File: src/rtl/ex_stage.sv
// ex_stage: execute stage of the 8-bit RISC-V pipeline.
// Computes the ALU result, beq decision and branch target, and registers them
// together with the forwarded control bits into the EX/MEM pipeline register.
// Optional build macro FORWARD_EN adds MEM/WB operand forwarding ports.
module ex_stage #(
  parameter int unsigned PC_SIZE = 10
) (
  input  logic               clock,
  input  logic               reset,
  input  logic               stall,
  input  logic               flush,
  input  logic [PC_SIZE-1:0] pc_in,
  input  logic               reg_write_in,
  input  logic               branch_in,
  input  logic               mem_read_in,
  input  logic               mem_to_reg_in,
  input  logic               mem_write_in,
  input  logic [1:0]         alu_op,
  input  logic               alu_src,
  input  logic [7:0]         read_data1,
  input  logic [7:0]         read_data2,
  input  logic [11:0]        immediate,
  input  logic [9:0]         funct,
  input  logic [4:0]         rd_in,
`ifdef FORWARD_EN
  input  logic               fwd_mem_en,
  input  logic [4:0]         fwd_mem_rd,
  input  logic [7:0]         fwd_mem_data,
  input  logic               fwd_wb_en,
  input  logic [4:0]         fwd_wb_rd,
  input  logic [7:0]         fwd_wb_data,
  input  logic [4:0]         rs1_in,
  input  logic [4:0]         rs2_in,
`endif
  output logic [7:0]         alu_result,
  output logic               zero,
  output logic               branch_taken,
  output logic [PC_SIZE-1:0] branch_target,
  output logic [7:0]         store_data,
  output logic               reg_write_out,
  output logic               mem_read_out,
  output logic               mem_to_reg_out,
  output logic               mem_write_out,
  output logic [4:0]         rd_out
);

  logic [7:0]         op_a;
  logic [7:0]         rs2_val;
  logic [7:0]         op_b;
  logic [2:0]         shamt;
  logic [7:0]         alu_next;
  logic               zero_next;
  logic [PC_SIZE-1:0] target_next;

`ifdef FORWARD_EN
  // Operand selection with MEM-stage forwarding taking priority over WB; x0 never forwards
  always_comb begin
    op_a    = read_data1;
    rs2_val = read_data2;
    if (fwd_mem_en && (fwd_mem_rd == rs1_in) && (rs1_in != 5'd0))
      op_a = fwd_mem_data;
    else if (fwd_wb_en && (fwd_wb_rd == rs1_in) && (rs1_in != 5'd0))
      op_a = fwd_wb_data;
    if (fwd_mem_en && (fwd_mem_rd == rs2_in) && (rs2_in != 5'd0))
      rs2_val = fwd_mem_data;
    else if (fwd_wb_en && (fwd_wb_rd == rs2_in) && (rs2_in != 5'd0))
      rs2_val = fwd_wb_data;
  end
`else
  // Operands come straight from the register file read ports
  always_comb begin
    op_a    = read_data1;
    rs2_val = read_data2;
  end
`endif

  assign op_b  = alu_src ? immediate[7:0] : rs2_val;
  assign shamt = op_b[2:0];

  // ALU operation decode: fixed add/sub, full R-type decode, or funct3-only I-type decode
  always_comb begin
    alu_next = '0;
    case (alu_op)
      2'b00: alu_next = op_a + op_b;
      2'b01: alu_next = op_a - op_b;
      2'b10: begin
        case (funct)
          10'b0000000_000: alu_next = op_a + op_b;
          10'b0100000_000: alu_next = op_a - op_b;
          10'b0000000_111: alu_next = op_a & op_b;
          10'b0000000_110: alu_next = op_a | op_b;
          10'b0000000_100: alu_next = op_a ^ op_b;
          10'b0000000_001: alu_next = op_a << shamt;
          10'b0000000_101: alu_next = op_a >> shamt;
          default:         alu_next = '0;
        endcase
      end
      default: begin
        case (funct[2:0])
          3'b000:  alu_next = op_a + op_b;
          3'b111:  alu_next = op_a & op_b;
          3'b110:  alu_next = op_a | op_b;
          3'b100:  alu_next = op_a ^ op_b;
          3'b001:  alu_next = op_a << shamt;
          3'b101:  alu_next = op_a >> shamt;
          default: alu_next = '0;
        endcase
      end
    endcase
  end

  assign zero_next   = (alu_next == '0);
  assign target_next = pc_in + PC_SIZE'($signed({immediate, 1'b0}));

  // EX/MEM register: reset beats stall, stall beats flush, flush only clears control bits
  always_ff @(posedge clock) begin
    if (reset) begin
      alu_result     <= '0;
      zero           <= 1'b0;
      branch_taken   <= 1'b0;
      branch_target  <= '0;
      store_data     <= '0;
      reg_write_out  <= 1'b0;
      mem_read_out   <= 1'b0;
      mem_to_reg_out <= 1'b0;
      mem_write_out  <= 1'b0;
      rd_out         <= '0;
    end else if (!stall) begin
      alu_result     <= alu_next;
      zero           <= zero_next;
      branch_taken   <= branch_in & zero_next & ~flush;
      branch_target  <= target_next;
      store_data     <= rs2_val;
      reg_write_out  <= reg_write_in & ~flush;
      mem_read_out   <= mem_read_in & ~flush;
      mem_to_reg_out <= mem_to_reg_in & ~flush;
      mem_write_out  <= mem_write_in & ~flush;
      rd_out         <= rd_in;
    end
  end

endmodule

File: config.mk
export PLATFORM = sky130hd
export DESIGN_NAME = ex_stage
export DESIGN_NICKNAME = d
export VERILOG_FILES = /design/src/rtl/ex_stage.sv
export SDC_FILE = /design/constraint.sdc
export NUM_CORES = 1
export LEC_CHECK = 0
export ABC_AREA = 0
export CORE_MARGIN = 5
export CORE_UTILIZATION = 40
export CTS_CLUSTER_DIAMETER = 100
export DETAILED_ROUTE_END_ITERATION = 6
export HOLD_SLACK_MARGIN = 0.03
export PLACE_DENSITY = 0.67
export SYNTH_ARGS = -nofsm -noshare
export SYNTH_HDL_FRONTEND = slang
export SYNTH_SLANG_ARGS = --single-unit
export TNS_END_PERCENT = 20
File: constraint.sdc
create_clock -name clock -period 6.69 [get_ports clock]
set_input_delay 1.338 -clock clock [delete_from_list [all_inputs] [get_ports clock]]
set_output_delay 1.338 -clock clock [all_outputs]
set_load 0.01 [all_outputs]
==> results of run 1 <==
==> cells in the final DEF (no fill, tap or decap), types with 14 or more instances in the layout <==
cell type / n
mux2i_1: 38
inv_1: 35
nand3_1: 14
nor2_1: 71
o21ai_0: 20
a21oi_1: 35
ha_1: 34
clkdlybuf4s50_1: 97
nand2_1: 35
dfxtp_1: 37
==> through the flow <==
| stage | instance area [um^2] | hold slack (ns) |
|---|---|---|
| after CTS | 5164 | 0.4664 |
| after global routing | 5164 | 0.4952 |
| after detailed placement | 5077 | 0.4551 |
| after floorplan | 4004 | 0.4775 |
| after global placement | 5077 | 0.4480 |
| final | 5164 | 0.4620 |
==> how the worst max path moves through the flow <==
stage,start,endpoint,slack [ns],cells past startpoint
after floorplan,alu_src,branch_taken,2.21,14
after CTS,alu_src,branch_taken,1.31,14
final,alu_src,branch_taken,1.29,14
after detailed placement,alu_src,branch_taken,1.02,14
after global placement,alu_src,branch_taken,1.04,14
after global routing,alu_src,branch_taken,1.02,14
==> synthesized netlist by cell type (3+ instances only) <==
cell type | count | area share
fa_1 | 3 | 0.015
nand3b_1 | 3 | 0.0056
or2_2 | 3 | 0.0047
mux2i_1 | 38 | 0.095
a311o_1 | 3 | 0.0075
inv_1 | 35 | 0.033
nor2_1 | 71 | 0.067
a211oi_1 | 13 | 0.024
nor2b_1 | 9 | 0.014
and3_1 | 4 | 0.0062
a311oi_1 | 3 | 0.0066
xor2_1 | 3 | 0.0066
nand2b_1 | 8 | 0.013
clkbuf_1 | 21 | 0.020
or3_1 | 6 | 0.0094
o21ai_0 | 20 | 0.025
o22ai_1 | 4 | 0.0062
buf_1 | 4 | 0.0037
a21o_1 | 4 | 0.0075
nor3_1 | 10 | 0.013
o21bai_1 | 3 | 0.0056
a22o_1 | 3 | 0.0066
ha_1 | 34 | 0.11
xnor2_1 | 9 | 0.020
a22oi_1 | 7 | 0.013
nand3_1 | 14 | 0.018
o31ai_1 | 5 | 0.0094
dfxtp_1 | 37 | 0.18
and3b_1 | 3 | 0.0066
o211ai_1 | 8 | 0.015
a21oi_1 | 35 | 0.044
a21boi_0 | 4 | 0.0075
nand2_1 | 35 | 0.033
o221ai_1 | 7 | 0.015
==> flip-flops by register name, summed over array words and instances (netlist names) <==
| name | flops |
|---|---|
| rd_out | 5 |
| alu_result | 8 |
| reg_write_out | 1 |
| mem_read_out | 1 |
| mem_write_out | 1 |
| branch_taken | 1 |
| branch_target | 10 |
| zero | 1 |
| mem_to_reg_out | 1 |
| store_data | 8 |
==> layout make-up <==
type / instances / area, um^2
inverters: 36 / 137.6
flip-flops and latches: 37 / 740.7
fillers: 948 / 4611
multi-input cells: 422 / 3004
well taps: 133 / 166.4
clock buffers: 7 / 86.33
repair buffers: 105 / 1028
==> worst max-delay path: cells and delay by family <==
kind | cells | cell delay, ns
compound gates | 5 | 1.57
fa+ha+maj | 2 | 0.79
mux | 1 | 0.50
xor+xnor | 1 | 0.18
buf+inv | 3 | 0.89
simple gates | 2 | 0.32
==> report_power, final <==
| group | switching (mW) | internal [mW] |
|---|---|---|
| logic | 0.197 | 0.164 |
| clock network | 0.0732 | 0.0817 |
| registers | 0.00764 | 0.236 |
| total | 0.278 | 0.481 |
==> layer usage <==
layer,vias to the layer above,share of wire
li1,2085,-
met4,0,0.020
met3,21,0.099
met1,2008,0.44
met2,205,0.45
met5,-,0
==> cells by family after synthesis <==
| logic type | Yosys count | synth area share |
|---|---|---|
| xor+xnor | 12 | 0.02625 |
| flops | 37 | 0.1850 |
| compound gates | 150 | 0.2650 |
| fa+ha+maj | 37 | 0.1213 |
| simple gates | 179 | 0.2153 |
| mux | 44 | 0.1225 |
| buf+inv | 64 | 0.06469 |
==> out/qor.csv, run 1 <==
metric,value,unit
use_met1,0.3140,
ys_warn_count,0,
antenna_left,0,
hold-path-cell-count,2,
initial_core_util,0.4096,
crit_chain,"clkdlybuf4s50_1, buf_4, mux2i_4, inv_4, ha_1, fa_1, a211oi_1, nor3_1, o31ai_1, xnor2_1, o221ai_1, a2111oi_1, nand3_1, o31ai_1",
clock_path_buffers,2,
syn_nets,625,
htree_levels,2,
tns,0,ns
cts_resized,0,
r2r_end,branch_target[8],
synthFlopType,dfxtp_1,
viasPerCell,5.836,
io_buffers,98,
clkSinkCount,37,
antenna_cells,0,
syn2layout_area_growth,28.97,%
hp-class,reg -> reg,
endpoint_kind,flip-flop,
layout.cells.non_filler,740,
hp-start,branch_target[7],
hold_viol_final,0,
cp.arrival,5.60,ns
fmax,0.1851,GHz
drive_gt1_frac,0.04613,
drv_slew,0,
dieArea,12110,um^2
pre_cts_slack,1.015,ns
clk_latency,0.28,ns
path_clk_slew,0.07,ns
min_to,branch_target[7],
met2_usage,0.3336,
worst_slack,1.288,ns
fp.dieW,110.0,um
hold_buffers,0,
cts_root_buffer,clkbuf_8,
place.gp.congestion,0.9747,
status,finished clean,
vias,4319,
seq_area_frac_synth,0.1850,
timing.final.crit_share,0.8075,
drc,0,
dp_hpwl,10910,um
cts_buffers,5,
design.core.area,9774,um^2
synth-async-reset-ratio,0,
path_class,in -> reg,
regToRegStartpoint,branch_target[8],
gr-usage-met3,0.06465,
max_stage_delay,0.62,ns
fin_crit,5.402,ns
finClkSkew,0,ns
tightest_slew,0.9512,ns
grt_max_degree,41,
synth_edf_count,0,
antenna_found_initial,0,
rr_worst_depth,1,
r2r_slack,5.96,ns
startpoint_type,input port,
path_max_fanout,17,
setup_viol,0,
first_global_vias,4109,
ys_ff_latch,37,
fin_util,0.5283,
rows,36,
ir_worst_vdd,0.09894,mV
crit_slowest_cell,a2111oi_1,
p_per_area,147.1,nW/um^2
cp_data_required_time,6.89,ns
rsz0062_at_grt,no,
syn_inst,523,
io_pins,102,
dr.pass1.iters,5,
p_leak,2.129,nW
timing.slew.headroom,0.3606,
ys_types,73,
grt_overflow,0,
p_total,0.7593,mW
drv_cap,0,
critical_path.most_common_cell,o31ai_1,
cts_setup_buffers,0,
cts_tree,built,
grt_pass1_wl,21270,um
grt_use_total,0.2227,
busiest_layer,met2,
syn_area,4004,um^2
avgRoutedWirePerCell,18.49,um
synth.avg_cell_area,7.656,um^2
drt-total-wl,13690,um
fin_nets,709,
drt_first_iter_violations,326,
post-place-cells,733,
die_y,110.0,um
Note: power is estimated with default switching activity, not from simulation.
==> run 2, diff against run 1 <==
- PLACE_DENSITY: 0.67 -> 0.7
- clock period: 6.69 -> 4.7 ns (I/O delays scaled with it)
==> out/qor.csv, run 2 (same netlist as run 1, synthesis figures left out) <==
metric,value,unit,change
status,finished clean,,unchanged
io_pins,102,,unchanged
fin_nets,736,,was 709
r2r_end,branch_target[8],,unchanged
rows,36,,unchanged
fp.dieW,110.0,um,unchanged
p_per_area,208.0,nW/um^2,was 147.1 nW/um^2
cts_setup_buffers,0,,unchanged
viasPerCell,5.650,,was 5.836
layout.cells.non_filler,768,,was 740
final_cell_mix,"clkdlybuf4s50_1, nor2_1, mux2i_1, dfxtp_1",,unchanged
max_stage_delay,0.61,ns,was 0.62 ns
drv_cap,0,,unchanged
startpoint_type,input port,,unchanged
hp-start,branch_taken,,was branch_target[7]
ir_worst_vdd,0.1440,mV,was 0.09894 mV
rsz0062_at_grt,no,,unchanged
antenna_found_initial,0,,unchanged
rr_worst_depth,1,,unchanged
tns,0,ns,unchanged
cts_root_buffer,clkbuf_8,,unchanged
crit_slowest_cell,clkdlybuf4s50_1,,was a2111oi_1
drive_gt1_frac,0.08819,,was 0.04613
timing.final.crit_share,0.9295,,
first_global_vias,4078,,"was 4,109"
grt_use_total,0.2294,,was 0.2227
place.gp.congestion,0.9520,,was 0.9747
dp_hpwl,11520,um,"was 10,910 um"
fmax,0.2289,GHz,
dr.pass1.iters,5,,unchanged
path_max_fanout,4,,was 17
io_buffers,98,,unchanged
setup_viol,0,,unchanged
cts_buffers,5,,unchanged
fin_crit,4.369,ns,
drv_slew,0,,unchanged
crit_chain,"clkdlybuf4s50_1, mux2i_4, inv_4, ha_1, fa_1, a211oi_1, nor3_1, o31ai_1, xnor2_1, o221ai_1, a2111oi_1, buf_4, nand3_1, o31ai_1",,"was clkdlybuf4s50_1, buf_4, mux2i_4, inv_4, ha_1, fa_1, a211oi_1, nor3_1, o31ai_1, xnor2_1, o221ai_1, a2111oi_1, nand3_1, o31ai_1"
timing.slew.headroom,0.4103,,was 0.3606
finClkSkew,0,ns,unchanged
endpoint_kind,flip-flop,,unchanged
grt_overflow,0,,unchanged
cp_num_buf_inv,3,,unchanged
largest-register,branch_target,,unchanged
p_leak,2.260,nW,was 2.129 nW
min_to,branch_taken,,was branch_target[7]
drt-total-wl,14190,um,"was 13,690 um"
hold_buffers,0,,unchanged
syn2layout_area_growth,33.94,%,was 28.97%
tightest_slew,0.8846,ns,was 0.9512 ns
regToRegStartpoint,branch_target[8],,unchanged
critical_path.most_common_cell,o31ai_1,,unchanged
cp_top_family,compound AO/OA/AOI/OAI gates,,unchanged
drc,0,,unchanged
largest_reg_flops,10,,unchanged
initial_core_util,0.4096,,unchanged
hold_viol_final,0,,unchanged
grt_pass1_wl,21600,um,"was 21,270 um"
antenna_left,0,,unchanged
avgRoutedWirePerCell,18.48,um,was 18.49 um
design.core.area,9774,um^2,unchanged
hold-path-cell-count,2,,unchanged
post-place-cells,760,,was 733
path_class,in -> reg,,unchanged
final_common_cell,clkdlybuf4s50_1,,unchanged
dieArea,12110,um^2,unchanged
antenna_cells,0,,unchanged
cts_tree,built,,unchanged
r2r_slack,3.97,ns,was 5.96 ns
cp.arrival,4.58,ns,was 5.60 ns
grt_max_degree,41,,unchanged
clkSinkCount,37,,unchanged
cp_data_required_time,4.91,ns,was 6.89 ns
clk_latency,0.29,ns,was 0.28 ns
drt_first_iter_violations,404,,was 326
top_regs,"branch_target: 10 flops, alu_result: 8 flops, store_data: 8 flops",,unchanged
hp-class,reg -> reg,,unchanged
die_y,110.0,um,unchanged
path_clk_slew,0.07,ns,about the same
cts_resized,0,,unchanged
htree_levels,2,,unchanged
vias,4339,,"was 4,319"
clock_path_buffers,2,,unchanged
-- run 2: final cells by class --
| class | count | area (um^2) |
|---|---|---|
| Clock buffer | 6 | 72.57 |
| Clock inverter | 2 | 10.01 |
| Fill cell | 930 | 4412 |
| Inverter | 36 | 137.6 |
| Multi-Input combinational cell | 422 | 3004 |
| Sequential cell | 37 | 740.7 |
| Tap cell | 133 | 166.4 |
| Timing Repair Buffer | 132 | 1231 |
-- run 2: stage by stage --
stage	instance area (um^2)	hold WS [ns]	utilization	total power, mW	setup slack (ns)
global route	5363	0.4836	0.5486	1.180	0.04086
finish	5363	0.4596	0.5486	1.116	0.3314
detailed placement	5280	0.4553	0.5402	0.8958	0.01161
floorplan	4004	0.4775	-	0.6607	0.6165
CTS	5363	0.4662	0.5486	1.118	0.3187
global placement	5280	0.4483	0.5402	0.8945	0.08885
-- run 2: power breakdown --
part	switching, mW	leakage (nW)	internal (mW)
clock	0.114	0.0450	0.103
combinational	0.295	1.91	0.257
sequential	0.0105	0.305	0.335
-- run 2: worst min-delay path: stages (launching register included) --
cell	delay (ns)
dfxtp_1	0.32
nand2_1	0.05
o31ai_1	0.05
-- run 2: worst max-delay path by stage --
stage / cells past startpoint / to / from / slack (ns)
floorplan: 14 / branch_taken / alu_src / 0.62
global placement: 12 / branch_taken / alu_src / 0.09
detailed placement: 14 / branch_taken / alu_src / 0.01
CTS: 14 / branch_taken / alu_src / 0.32
global route: 12 / branch_taken / alu_src / 0.04
finish: 14 / branch_taken / alu_src / 0.33
-- run 2: layer usage --
metal	global-route usage	routed length [um]	part of all wire	vias up
met1	0.3274	6321	0.45	1984
met5	0	0	0	-
li1	-	-	-	2135
met3	0.04368	1123	0.079	19
met4	0.05877	252	0.018	0
met2	0.3536	6493	0.46	201
==> run 3, diff against run 2 <==
- CELL_PAD_IN_SITES_DETAIL_PLACEMENT: not set -> 1
- CELL_PAD_IN_SITES_GLOBAL_PLACEMENT: not set -> 1
- CORE_UTILIZATION: 40 -> 33
- PLACE_DENSITY: 0.7 -> 0.79
==> out/qor.csv, run 3 (same netlist as run 1, synthesis figures left out) <==
metric,value,unit,change
status,finished clean,,unchanged
antenna_cells,0,,unchanged
endpoint_kind,flip-flop,,unchanged
hold_viol_final,0,,unchanged
io_buffers,98,,unchanged
viasPerCell,5.751,,was 5.650
timing.final.crit_share,0.9560,,was 0.9295
post_dp_cell_area,5350,um^2,was 5280 um^2
drive_gt1_frac,0.09828,,was 0.08819
grt_pass1_wl,25520,um,"was 21,600 um"
antenna_left,0,,unchanged
cts_setup_buffers,0,,unchanged
p_leak,2.330,nW,was 2.260 nW
timing.slew.headroom,0.3851,,was 0.4103
clock_path_buffers,2,,unchanged
regArea,740.7,um^2,unchanged
regToRegStartpoint,branch_target[8],,unchanged
drv_slew,0,,unchanged
largest_reg_flops,10,,unchanged
final_common_cell,clkdlybuf4s50_1,,unchanged
p_per_area,233.9,nW/um^2,was 208.0 nW/um^2
tightest_slew,0.9224,ns,was 0.8846 ns
drt_first_iter_violations,314,,was 404
rows,40,,was 36
antenna_found_initial,0,,unchanged
clk_latency,0.28,ns,was 0.29 ns
dr.pass1.iters,5,,unchanged
cp_top_family,compound AO/OA/AOI/OAI gates,,unchanged
hold_buffers,0,,unchanged
critical_path.most_common_cell,mux2i_1,,was o31ai_1
cts_resized,0,,unchanged
vias,4532,,"was 4,339"
top_regs,"branch_target: 10 flops, alu_result: 8 flops, store_data: 8 flops",,unchanged
htree_levels,2,,unchanged
io_pins,102,,unchanged
drt-total-wl,16390,um,"was 14,190 um"
drc,0,,unchanged
fp.dieW,120.2,um,was 110.0 um
hp-start,branch_target[5],,was branch_taken
crit_slowest_cell,o311ai_0,,was clkdlybuf4s50_1
hp-class,reg -> reg,,unchanged
fin_util,0.4607,,was 0.5486
tns,0,ns,unchanged
largest-register,branch_target,,unchanged
cp_data_required_time,4.89,ns,was 4.91 ns
dieArea,14440,um^2,"was 12,110 um^2"
dp_hpwl,13520,um,"was 11,520 um"
cp_num_buf_inv,2,,was 3
crit_chain,"clkdlybuf4s50_1, mux2i_1, inv_1, ha_1, o311ai_0, a311oi_1, nor2_1, mux2i_1, a222oi_1, nand3_1, o31ai_1",,"was clkdlybuf4s50_1, mux2i_4, inv_4, ha_1, fa_1, a211oi_1, nor3_1, o31ai_1, xnor2_1, o221ai_1, a2111oi_1, buf_4, nand3_1, o31ai_1"
grt_use_total,0.2221,,was 0.2294
clkSinkCount,37,,unchanged
fin_crit,4.493,ns,was 4.369 ns
max_stage_delay,0.76,ns,was 0.61 ns
fin_nets,743,,was 736
startpoint_type,input port,,unchanged
cts_buffers,5,,unchanged
crit_path_start,alu_src,,unchanged
avgRoutedWirePerCell,20.80,um,was 18.48 um
rsz0062_at_grt,no,,unchanged
design.core.area,11960,um^2,was 9774 um^2
cts_tree,built,,unchanged
grt_max_degree,41,,unchanged
final_cell_mix,"clkdlybuf4s50_1, nor2_1, buf_4, mux2i_1, dfxtp_1",,"was clkdlybuf4s50_1, nor2_1, mux2i_1, dfxtp_1"
fillers,1481,,was 930
initial_core_util,0.3347,,was 0.4096
drv_cap,0,,unchanged
cp.arrival,4.69,ns,was 4.58 ns
fmax,0.2226,GHz,was 0.2289 GHz
path_class,in -> reg,,unchanged
finClkSkew,0,ns,unchanged
multi_input_area,3004,um^2,unchanged
grt_overflow,0,,unchanged
finalInstanceArea,5510,um^2,was 5363 um^2
cts_root_buffer,clkbuf_16,,was clkbuf_8
p_total,1.289,mW,was 1.116 mW
die_y,120.2,um,was 110.0 um
first_global_vias,4779,,"was 4,078"
ir_worst_vdd,0.1825,mV,was 0.1440 mV
place.gp.congestion,1.018,,was 0.9520
setup_viol,0,,unchanged
syn2layout_area_growth,37.62,%,was 33.94%
path_clk_slew,0.05,ns,was 0.07 ns
path_max_fanout,5,,was 4
-- run 3: where the power goes --
group / internal [mW] / switching, mW / total, mW
combinational: 0.261 / 0.306 / 0.567
clock: 0.246 / 0.128 / 0.374
sequential: 0.336 / 0.0121 / 0.348
total: 0.843 / 0.445 / 1.29
-- run 3: per-layer routing --
layer,global-route usage,wire length [um],vias to the layer above
li1,-,-,2148
met1,0.2921,7208,2224
met2,0.3762,8014,135
met3,0.03582,806,25
met4,0.05941,364,0
met5,0,0,-
-- run 3: final cells by class --
type | instances | area share
Multi-Input combinational cell | 422 | 0.5452
Sequential cell | 37 | 0.1344
Clock inverter | 2 | 0.006358
Timing Repair Buffer | 139 | 0.2330
Tap cell | 147 | 0.03338
Clock buffer | 5 | 0.02271
Inverter | 36 | 0.02498
-- run 3: stage by stage --
stage	std cells	setup slack, ns	hold WS [ns]
after floorplan	523	0.6165	0.4775
after global routing	788	0.003161	0.4906
final	788	0.2067	0.4617
after CTS	788	0.1883	0.4661
after detailed placement	781	-0.1030	0.4573
after global placement	781	-0.02288	0.4403
-- run 3: path summary, 6_finish.rpt --
kind / endpoint / slack, ns / cells past startpoint
hold / removal: branch_target[5] / 0.46 / 2
hold reg to reg: branch_target[5] / 0.46 / 2
setup reg to reg: branch_target[8] / 3.97 / 1
setup / recovery: branch_taken / 0.21 / 11
